**src/rtl/vic_regbank_pkg.sv**
```systemverilog
// Shared types and default geometry for the VIC register bank.
package vic_pkg;
  localparam int DEF_DATA_W = 4;
  localparam int DEF_NREGS  = 32;
  localparam int DEF_ADDR_W = 5;

  typedef enum logic {
    IDLE  = 1'b0,
    CLEAR = 1'b1
  } clr_state_t;
endpackage

```
**src/rtl/vic_regbank_if.sv**
```systemverilog
// Register access bus of the VIC register bank.
interface vic_regbank_if
  import vic_pkg::*;
#(
  parameter int DATA_W = DEF_DATA_W,
  parameter int ADDR_W = DEF_ADDR_W
);
  logic [ADDR_W-1:0] i_VIC_regaddr;
  logic [DATA_W-1:0] i_VIC_data;
  logic              i_VIC_we;
  logic              i_VIC_re;
  logic [DATA_W-1:0] o_VIC_data;
  logic              o_VIC_rvalid;

  // There is no ready: every re/we is sampled on its rising edge; a read
  // answers with a single-cycle o_VIC_rvalid one edge later, and o_VIC_data
  // keeps its last value while rvalid is low.
  modport master (
    output i_VIC_regaddr, i_VIC_data, i_VIC_we, i_VIC_re,
    input  o_VIC_data, o_VIC_rvalid
  );
  modport slave (
    input  i_VIC_regaddr, i_VIC_data, i_VIC_we, i_VIC_re,
    output o_VIC_data, o_VIC_rvalid
  );
endinterface

```
**src/rtl/vic_regbank_clr.sv**
```systemverilog
// Clear sequencer: walks idx from 0 to NREGS-1, one register per cycle.
module vic_regbank_clr
  import vic_pkg::*;
#(
  parameter int NREGS  = DEF_NREGS,
  parameter int ADDR_W = DEF_ADDR_W
) (
  input  logic              clk,
  input  logic              rst,
  input  logic              start,
  output logic              busy,
  output logic [ADDR_W-1:0] idx,
  output logic              step,
  output clr_state_t        state
);
  localparam logic [ADDR_W-1:0] LAST_IDX = ADDR_W'(NREGS - 1);

  clr_state_t        state_q, state_d;
  logic [ADDR_W-1:0] idx_q, idx_d;

  always_ff @(posedge clk) begin
    if (rst) begin
      state_q <= IDLE;
      idx_q   <= '0;
    end else begin
      state_q <= state_d;
      idx_q   <= idx_d;
    end
  end

  // Explicit return to 0 at LAST_IDX keeps non-power-of-two banks in range.
  always_comb begin
    state_d = state_q;
    idx_d   = idx_q;
    step    = 1'b0;
    case (state_q)
      IDLE: begin
        if (start) begin
          state_d = CLEAR;
          idx_d   = '0;
        end
      end
      CLEAR: begin
        step = 1'b1;
        if (idx_q == LAST_IDX) begin
          state_d = IDLE;
          idx_d   = '0;
        end else begin
          idx_d = idx_q + 1'b1;
        end
      end
      default: state_d = IDLE;
    endcase
  end

  assign busy  = (state_q == CLEAR);
  assign idx   = idx_q;
  assign state = state_q;
endmodule

```
**src/rtl/vic_regbank.sv**
```systemverilog
// VIC register bank; define VIC_REGBANK_SHADOW_EN for a shadow bank that is
// copied to the active bank (o_buffer) on i_commit, otherwise a single bank.
module vic_regbank
  import vic_pkg::*;
#(
  parameter int                      DATA_W  = DEF_DATA_W,
  parameter int                      NREGS   = DEF_NREGS,
  parameter int                      ADDR_W  = DEF_ADDR_W,
  parameter logic [NREGS*DATA_W-1:0] RST_VAL = '0
) (
  input  logic                    clk,
  input  logic                    rst,
  vic_regbank_if.slave            bus,
  input  logic                    i_commit,
  input  logic                    i_clear,
  output logic                    o_busy,
  output logic                    o_pending,
  output logic [NREGS*DATA_W-1:0] o_buffer
);
  localparam logic [ADDR_W:0] NREGS_W = (ADDR_W + 1)'(NREGS);

  logic [DATA_W-1:0] shadow [NREGS];
  logic [DATA_W-1:0] rd_word;
  logic [ADDR_W-1:0] clr_idx;
  logic              clr_step;
  logic              busy;
  clr_state_t        clr_state;
  logic              addr_ok, wr_acc, clr_start;

  vic_regbank_clr #(.NREGS(NREGS), .ADDR_W(ADDR_W)) u_clr (
    .clk   (clk),
    .rst   (rst),
    .start (i_clear),
    .busy  (busy),
    .idx   (clr_idx),
    .step  (clr_step),
    .state (clr_state)
  );

  assign addr_ok   = ({1'b0, bus.i_VIC_regaddr} < NREGS_W);
  assign wr_acc    = bus.i_VIC_we & ~busy & addr_ok;
  assign clr_start = i_clear & (clr_state == IDLE);
  assign o_busy    = busy;

  // Out-of-range addresses match no register and read back as zero.
  always_comb begin
    rd_word = '0;
    for (int k = 0; k < NREGS; k++)
      if (bus.i_VIC_regaddr == ADDR_W'(k)) rd_word = shadow[k];
  end

  always_ff @(posedge clk) begin
    if (rst) begin
      for (int k = 0; k < NREGS; k++) shadow[k] <= RST_VAL[k*DATA_W +: DATA_W];
      bus.o_VIC_data   <= '0;
      bus.o_VIC_rvalid <= 1'b0;
    end else begin
      for (int k = 0; k < NREGS; k++) begin
        if (wr_acc && bus.i_VIC_regaddr == ADDR_W'(k))
          shadow[k] <= bus.i_VIC_data;
        else if (clr_step && clr_idx == ADDR_W'(k))
          shadow[k] <= RST_VAL[k*DATA_W +: DATA_W];
      end
      bus.o_VIC_rvalid <= bus.i_VIC_re;
      if (bus.i_VIC_re) bus.o_VIC_data <= rd_word;
    end
  end

`ifdef VIC_REGBANK_SHADOW_EN
  logic [DATA_W-1:0] active [NREGS];
  logic              commit_acc;

  assign commit_acc = i_commit & ~busy;

  // A write landing on the commit edge is merged into the copy.
  always_ff @(posedge clk) begin
    if (rst) begin
      for (int k = 0; k < NREGS; k++) active[k] <= RST_VAL[k*DATA_W +: DATA_W];
      o_pending <= 1'b0;
    end else begin
      if (commit_acc)
        for (int k = 0; k < NREGS; k++)
          active[k] <= (wr_acc && bus.i_VIC_regaddr == ADDR_W'(k)) ? bus.i_VIC_data : shadow[k];
      if (clr_start)       o_pending <= 1'b1;
      else if (commit_acc) o_pending <= 1'b0;
      else if (wr_acc)     o_pending <= 1'b1;
    end
  end

  always_comb begin
    o_buffer = '0;
    for (int k = 0; k < NREGS; k++) o_buffer[k*DATA_W +: DATA_W] = active[k];
  end
`else
  logic unused_commit;
  assign unused_commit = i_commit;
  assign o_pending     = 1'b0;

  always_comb begin
    o_buffer = '0;
    for (int k = 0; k < NREGS; k++) o_buffer[k*DATA_W +: DATA_W] = shadow[k];
  end
`endif
endmodule

```
**src/flat_wrapper.sv**
```systemverilog
// flat-port wrapper written by rule: the top's interface ports become plain ports
module vic_regbank_flat import vic_pkg::*;
#(
  parameter int                      DATA_W  = DEF_DATA_W,
  parameter int                      NREGS   = DEF_NREGS,
  parameter int                      ADDR_W  = DEF_ADDR_W,
  parameter logic [NREGS*DATA_W-1:0] RST_VAL = '0
)
  (clk, rst, i_commit, i_clear, o_busy, o_pending, o_buffer, bus_i_VIC_regaddr, bus_i_VIC_data, bus_i_VIC_we, bus_i_VIC_re, bus_o_VIC_data, bus_o_VIC_rvalid);
  vic_regbank_if #(.DATA_W(DATA_W), .ADDR_W(ADDR_W)) bus_i ();
  input  logic clk;
  input  logic rst;
  input  logic i_commit;
  input  logic i_clear;
  output logic o_busy;
  output logic o_pending;
  output logic [NREGS*DATA_W-1:0] o_buffer;
  input wire logic [$bits(bus_i.i_VIC_regaddr)-1:0] bus_i_VIC_regaddr;
  input wire logic [$bits(bus_i.i_VIC_data)-1:0] bus_i_VIC_data;
  input wire logic [$bits(bus_i.i_VIC_we)-1:0] bus_i_VIC_we;
  input wire logic [$bits(bus_i.i_VIC_re)-1:0] bus_i_VIC_re;
  output wire logic [$bits(bus_i.o_VIC_data)-1:0] bus_o_VIC_data;
  output wire logic [$bits(bus_i.o_VIC_rvalid)-1:0] bus_o_VIC_rvalid;
  assign bus_i.i_VIC_regaddr = bus_i_VIC_regaddr;
  assign bus_i.i_VIC_data = bus_i_VIC_data;
  assign bus_i.i_VIC_we = bus_i_VIC_we;
  assign bus_i.i_VIC_re = bus_i_VIC_re;
  assign bus_o_VIC_data = bus_i.o_VIC_data;
  assign bus_o_VIC_rvalid = bus_i.o_VIC_rvalid;
  vic_regbank #(.DATA_W(DATA_W), .NREGS(NREGS), .ADDR_W(ADDR_W), .RST_VAL(RST_VAL)) u_core (.clk(clk), .rst(rst), .bus(bus_i), .i_commit(i_commit), .i_clear(i_clear), .o_busy(o_busy), .o_pending(o_pending), .o_buffer(o_buffer));
endmodule
```
**config.mk**
```make
export PLATFORM = sky130hd
export DESIGN_NAME = vic_regbank_flat
export DESIGN_NICKNAME = d
export VERILOG_FILES = /design/src/rtl/vic_regbank_pkg.sv /design/src/rtl/vic_regbank_if.sv /design/src/rtl/vic_regbank_clr.sv /design/src/rtl/vic_regbank.sv /design/src/flat_wrapper.sv
export SDC_FILE = /design/constraint.sdc
export NUM_CORES = 1
export LEC_CHECK = 0
export BUFFER_PORTS_ARGS = -buffer_cell sky130_fd_sc_hd__buf_4
export CAP_MARGIN = 20
export CORE_MARGIN = 5
export CORE_UTILIZATION = 30
export CTS_CLUSTER_SIZE = 14
export DETAILED_ROUTE_END_ITERATION = 10
export GPL_TIMING_DRIVEN = 0
export PLACE_DENSITY_LB_ADDON = 0.15
export REMOVE_ABC_BUFFERS = 1
export SYNTH_ARGS = -nofsm -noshare
export SYNTH_HDL_FRONTEND = slang
export SYNTH_HIERARCHICAL = 1
export SYNTH_SLANG_ARGS = --single-unit
```
**constraint.sdc**
```tcl
create_clock -name clk -period 4.75 [get_ports clk]
set_clock_uncertainty 0.15 [all_clocks]
set_input_delay 1.425 -clock clk [delete_from_list [all_inputs] [get_ports clk]]
set_output_delay 1.425 -clock clk [all_outputs]
set_load 0.005 [all_outputs]
```
==> impl_metrics.tcl, run 1 <==
set metrics [dict create \
    cts-root-buf "clkbuf_16" \
    timing.final.crit_share_pct 87.45 \
    clk_path_buf_depth 2 \
    synthToLayoutAreaGrowth_pct 23.33 \
    final-hold-violation-count 0 \
    worstRegToRegCells 5 \
    drt_wl_total_um 29500 \
    ant_nets 0 \
    syn_area_um2 7775 \
    whs_path_depth 2 \
    antenna_found_initial 0 \
    cts_buffers 17 \
    ios 150 \
    grt_setup_unrepaired "false" \
    clkTransAtPathRegs_ns 0.06 \
    p_sw_mw 0.7950 \
    ys_warn_count 6 \
    final.setup.worst_slack_ns 0.5963 \
    dr.first_iter.drc_count 636 \
    drive_gt1_share_pct 23.64 \
    remaining_drc_errors 0 \
    critPathMaxStageDelay_ns 0.93 \
    leakage_nw 3.779 \
    dp_hpwl_um 20490 \
    r2r-start "u_core/u_clr/busy" \
    wl_per_cell_um 24.54 \
    critPathMaxFanout 34 \
    vdd_ir_drop_max_mv 0.1720 \
    max_clock_freq_ghz 0.2407 \
    startpoint_type "primary input" \
    place_area_um2 9019 \
    clkPwrFrac_pct 41.5 \
    fin_nets 872 \
    path_delay_family "compound AO/OA/AOI/OAI gates" \
    track_usage_pct 19.76 \
    cp-end-kind "flop" \
    cts_max_level 4 \
    grt_max_degree 79 \
    critPathBufInv 2 \
    place_ws_ns 0.2587 \
    total_power_mw 3.146 \
    reg2reg_to "u_core/shadow[1][1]" \
    die-width_um 171.0 \
    path_class "primary input to flop" \
    layout.cells.non_filler 1202 \
    start_util_pct 30.18 \
    die_h_um 171.0 \
    core_area_um2 25760 \
    combinationalPowerShare_pct 12.3 \
    hold_buffers 0 \
    critPathArrivalTime_ns 4.37 \
    place_inst 1169 \
    gr-total-overflow 0 \
    rrSetupSlack_ns 2.02 \
    status "finished, final reports clean" \
    pwr-share-seq_pct 46.2 \
    cts_setup_buffers 0 \
    ctsResizeCount 0 \
    slew_violations 0 \
    setup_viol 0 \
    drv_cap 0 \
    p_per_area_nw_per_um2 328.1 \
    avgSynthCellArea_um2 10.42 \
    cpMaxStageDelayCell "nor3_1" \
    relSlewSlack_pct 24.11 \
    firstDrtPassIters 5 \
    required_ns 4.96 \
    p_int_mw 2.351 \
    switching_share_pct 25.27 \
    grt_pass1_wl_um 42660 \
    numPortBuffers 147 \
    fillerInstances 2592 \
    period_minus_slack_ns 4.154 \
    grt_pass1_vias 6442 \
    cts.sinks 139 \
    final_common_cell "buf_4" \
    num_antenna_cells 0 \
    crit_chain "buf_4, inv_1, nor3_1, o221ai_1, a211oi_1, o311ai_1, nand2_1" \
    via_count 6526 \
    dieArea_um2 29240 \
    tightest_slew_ns 1.134 \
    holdPathEnd "u_core/bus.o_VIC_data[1]" \
    multi_input_area_um2 3351 \
    clock_latency_ns 0.43 \
    hold_path.class "flop to flop" \
    min_from "u_core/bus.o_VIC_data[1]" \
    fin_area_um2 9589 \
    final_cell_mix "buf_4, edfxtp_1, and2_1" \
    register_area_um2 4064 \
    rows 59 \
    synth_cells 746 \
    vias_per_cell 5.429 \
    routabilityCongestion 0.8547 \
    cts_tree "built" \
]
==> through the flow <==
stage | hold slack, ns | TNS [ns] | util (%)
2_1_floorplan | 0.2925 | 0 | -
3_3_place_gp | 0.2927 | -12.18 | 34.78
4_1_cts | 0.3094 | 0 | 37.20
3_5_place_dp | 0.3015 | 0 | 35.01
5_1_grt | 0.3492 | 0 | 37.22
6_report | 0.3061 | 0 | 37.22
==> sequential cells by signal, summed over array words and instances (netlist names) <==
register and count:
u_core/u_clr/idx 5, u_core/u_clr/busy 1, u_core/bus.o_VIC_data 4, u_core/bus.o_VIC_rvalid 1
u_core/shadow 128
==> cell type report <==
cell class | instances | area share, %
tap | 335 | 4.371
sequential | 139 | 42.38
inverter | 9 | 0.3523
clock buffer | 24 | 4.919
multi-input combinational | 533 | 34.94
clock inverter | 8 | 0.9786
timing repair buffer | 154 | 12.06
==> tightest hold or removal path: cells and delay by family, from the launching register on <==
family / cells / cell delay, ns
AO/OA/AOI/OAI: 1 / 0.05
AND/OR/NAND/NOR: 1 / 0.05
flip-flops: 1 / 0.31
==> per-layer routing <==
layer  vias up  wire [um]  track usage [%]
li1       2967          -                -
met2       270      13930            31.73
met3        24       1923            2.842
met5         -          0                0
met4         0        415            5.098
met1      3265      13230            28.14
==> power by group through the flow <==
stage               combinational (mW)  sequential [mW]  clock, mW
floorplan                        0.158             1.46          0
global placement                 0.381             1.48          0
detailed placement               0.385             1.48          0
CTS                              0.386             1.46       1.32
global route                     0.417             1.46       1.37
finish                           0.387             1.45       1.31
==> how the worst max path moves through the flow <==
stage | startpoint | end | slack, ns | depth (start not counted)
finish | bus_i_VIC_regaddr[2] | u_core/bus.o_VIC_data[2] | 0.60 | 7
global route | bus_i_VIC_regaddr[1] | u_core/shadow[1][40] | 0.48 | 6
CTS | bus_i_VIC_regaddr[2] | u_core/bus.o_VIC_data[2] | 0.71 | 7
global placement | bus_i_VIC_regaddr[0] | u_core/shadow[0][52] | -0.55 | 4
floorplan | bus_i_VIC_regaddr[1] | u_core/shadow[0][0] | 1.70 | 3
detailed placement | bus_i_VIC_regaddr[1] | u_core/shadow[0][57] | 0.26 | 5
Power figures use the tool's default switching activity.
==> run 2, diff against run 1 <==
- REMOVE_ABC_BUFFERS: 1 -> not set
==> run 2 against run 1 <==
Compared with the run above: die area did not move; critical path depth rose by 1; maximum frequency rose by 14%; via count rose by 7.5%; clock power rose by 3%; routed wire length rose by 13%; cell count rose by 4.8%; worst hold slack improved by 0.0098 ns; first-iteration DRC count rose by 51%; sequential power barely moved.
==> impl_metrics.tcl, run 2 (synthesis results as in run 1) <==
set metrics [dict create \
    required_ns 4.90 \
    register_area_um2 4064 \
    drive_gt1_share_pct 24.54 \
    p_per_area_nw_per_um2 327.0 \
    core_area_um2 25760 \
    drt_wl_total_um 33270 \
    cts_setup_buffers 0 \
    route.met3.wl_um 2676 \
    final_cell_mix "buf_4, edfxtp_1, and2_1" \
    total_power_mw 3.237 \
    vdd_ir_drop_max_mv 0.1712 \
    remaining_drc_errors 0 \
    die_h_um 171.0 \
    fin_area_um2 9901 \
    routabilityCongestion 0.9552 \
    tns_ns 0 \
    syn_nets 764 \
    slew_violations 0 \
    period_minus_slack_ns 3.633 \
    r2r-start "u_core/u_clr/idx[3]" \
    grt_setup_unrepaired "false" \
    die-width_um 171.0 \
    timing.final.crit_share_pct 76.48 \
    rrSetupSlack_ns 2.14 \
    place_area_um2 9290 \
    clk_path_buf_depth 2 \
    start_util_pct 30.18 \
    cts_buffers 17 \
    dp_hpwl_um 25360 \
    hold_ws_ns 0.3159 \
    drv_cap 0 \
    antenna_found_initial 0 \
    met2WireLength_um 15360 \
    fillerInstances 2546 \
    clkTransAtPathRegs_ns 0.05 \
    whs_path_depth 2 \
    dr.first_iter.drc_count 960 \
    ant_nets 0 \
    fin_nets 930 \
    hold_path.class "flop to flop" \
    critPathMaxFanout 10 \
    clock_latency_ns 0.43 \
    fin_util_pct 38.43 \
    dieArea_um2 29240 \
    largest_reg_flops 128 \
    final.setup.worst_slack_ns 1.117 \
    startpoint_type "primary input" \
    rows 59 \
    vias_per_cell 5.568 \
    cts_tree "built" \
    regMostFlops "u_core/shadow" \
    layout.cells.non_filler 1260 \
    leakage_nw 3.938 \
    cp-end-kind "flop" \
    drt-met1-wl_um 14370 \
    hold_buffers 0 \
    final_common_cell "buf_4" \
    reg2reg_to "u_core/shadow[0][34]" \
    track_usage_pct 22.37 \
    status "finished, final reports clean" \
    critPathArrivalTime_ns 3.78 \
    ios 150 \
    highest_layer "met4" \
    via_count 7016 \
    cts-root-buf "clkbuf_16" \
    relSlewSlack_pct 27.08 \
    num_antenna_cells 0 \
    cts_max_level 4 \
    path_class "primary input to flop" \
    setup_viol 0 \
    ctsResizeCount 0 \
    numPortBuffers 146 \
    tightest_slew_ns 1.090 \
    grt_pass1_wl_um 47110 \
    holdPathEnd "u_core/bus.o_VIC_data[1]" \
    multi_input_area_um2 3341 \
    place_inst 1227 \
    cts.sinks 139 \
    min_from "u_core/bus.o_VIC_data[1]" \
    max_clock_freq_ghz 0.2753 \
    grt_max_degree 17 \
    firstDrtPassIters 6 \
    worstRegToRegCells 4 \
    final-hold-violation-count 0 \
    gr-total-overflow 0 \
    synthToLayoutAreaGrowth_pct 27.34 \
    wl_per_cell_um 26.41 \
    place_ws_ns 0.8486 \
    grt_pass1_vias 6871 \
]
==> run 2: cell types whose count changed in the layout (fill, tap and decap cells not counted), moves of 2 or more <==
cell | previous run | this run
clkbuf_16 | 17 | 19
buf_2 | 2 | 11
nor3_2 | 2 | 0
buf_6 | 2 | 6
buf_4 | 147 | 155
clkbuf_1 | 5 | 40
nor3_1 | 10 | 12
clkinv_4 | 0 | 2
==> run 2: worst max-delay path, cell delays in order <==
cell and delay (ns):
buf_4 0.15, inv_1 0.28, clkbuf_1 0.45, nor2_1 0.07
a2111oi_0 0.72, a211oi_1 0.15, o311ai_1 0.43, nand2_1 0.09
==> run 2: layout make-up <==
| type | instances | area share, % |
|---|---|---|
| sequential | 139 | 41.05 |
| inverter | 9 | 0.3412 |
| clock inverter | 8 | 0.8214 |
| tap | 335 | 4.234 |
| multi-input combinational | 533 | 33.74 |
| clock buffer | 24 | 5.295 |
| buffer | 65 | 3.399 |
| timing repair buffer | 147 | 11.12 |
==> run 2: metal layers <==
layer | track usage [%] | up-vias
met5 | 0 | -
met4 | 7.199 | 0
met3 | 3.420 | 68
met2 | 35.40 | 388
met1 | 31.57 | 3475
li1 | - | 3085
==> run 2: worst max-delay path by stage <==
stage | from | end | cells past startpoint
after floorplan | bus_i_VIC_regaddr[1] | u_core/shadow[0][32] | 6
after CTS | bus_i_VIC_regaddr[2] | u_core/bus.o_VIC_data[2] | 8
after detailed placement | bus_i_VIC_regaddr[1] | u_core/shadow[0][1] | 6
after global routing | bus_i_VIC_regaddr[2] | u_core/bus.o_VIC_data[2] | 8
final | bus_i_VIC_regaddr[2] | u_core/bus.o_VIC_data[2] | 8
after global placement | bus_i_VIC_regaddr[1] | u_core/shadow[0][1] | 6
==> run 2: power by group <==
part	total (mW)	internal, mW	switching [mW]
Sequential	1.46	1.40	0.0606
Clock	1.35	0.827	0.523
Combinational	0.427	0.171	0.256
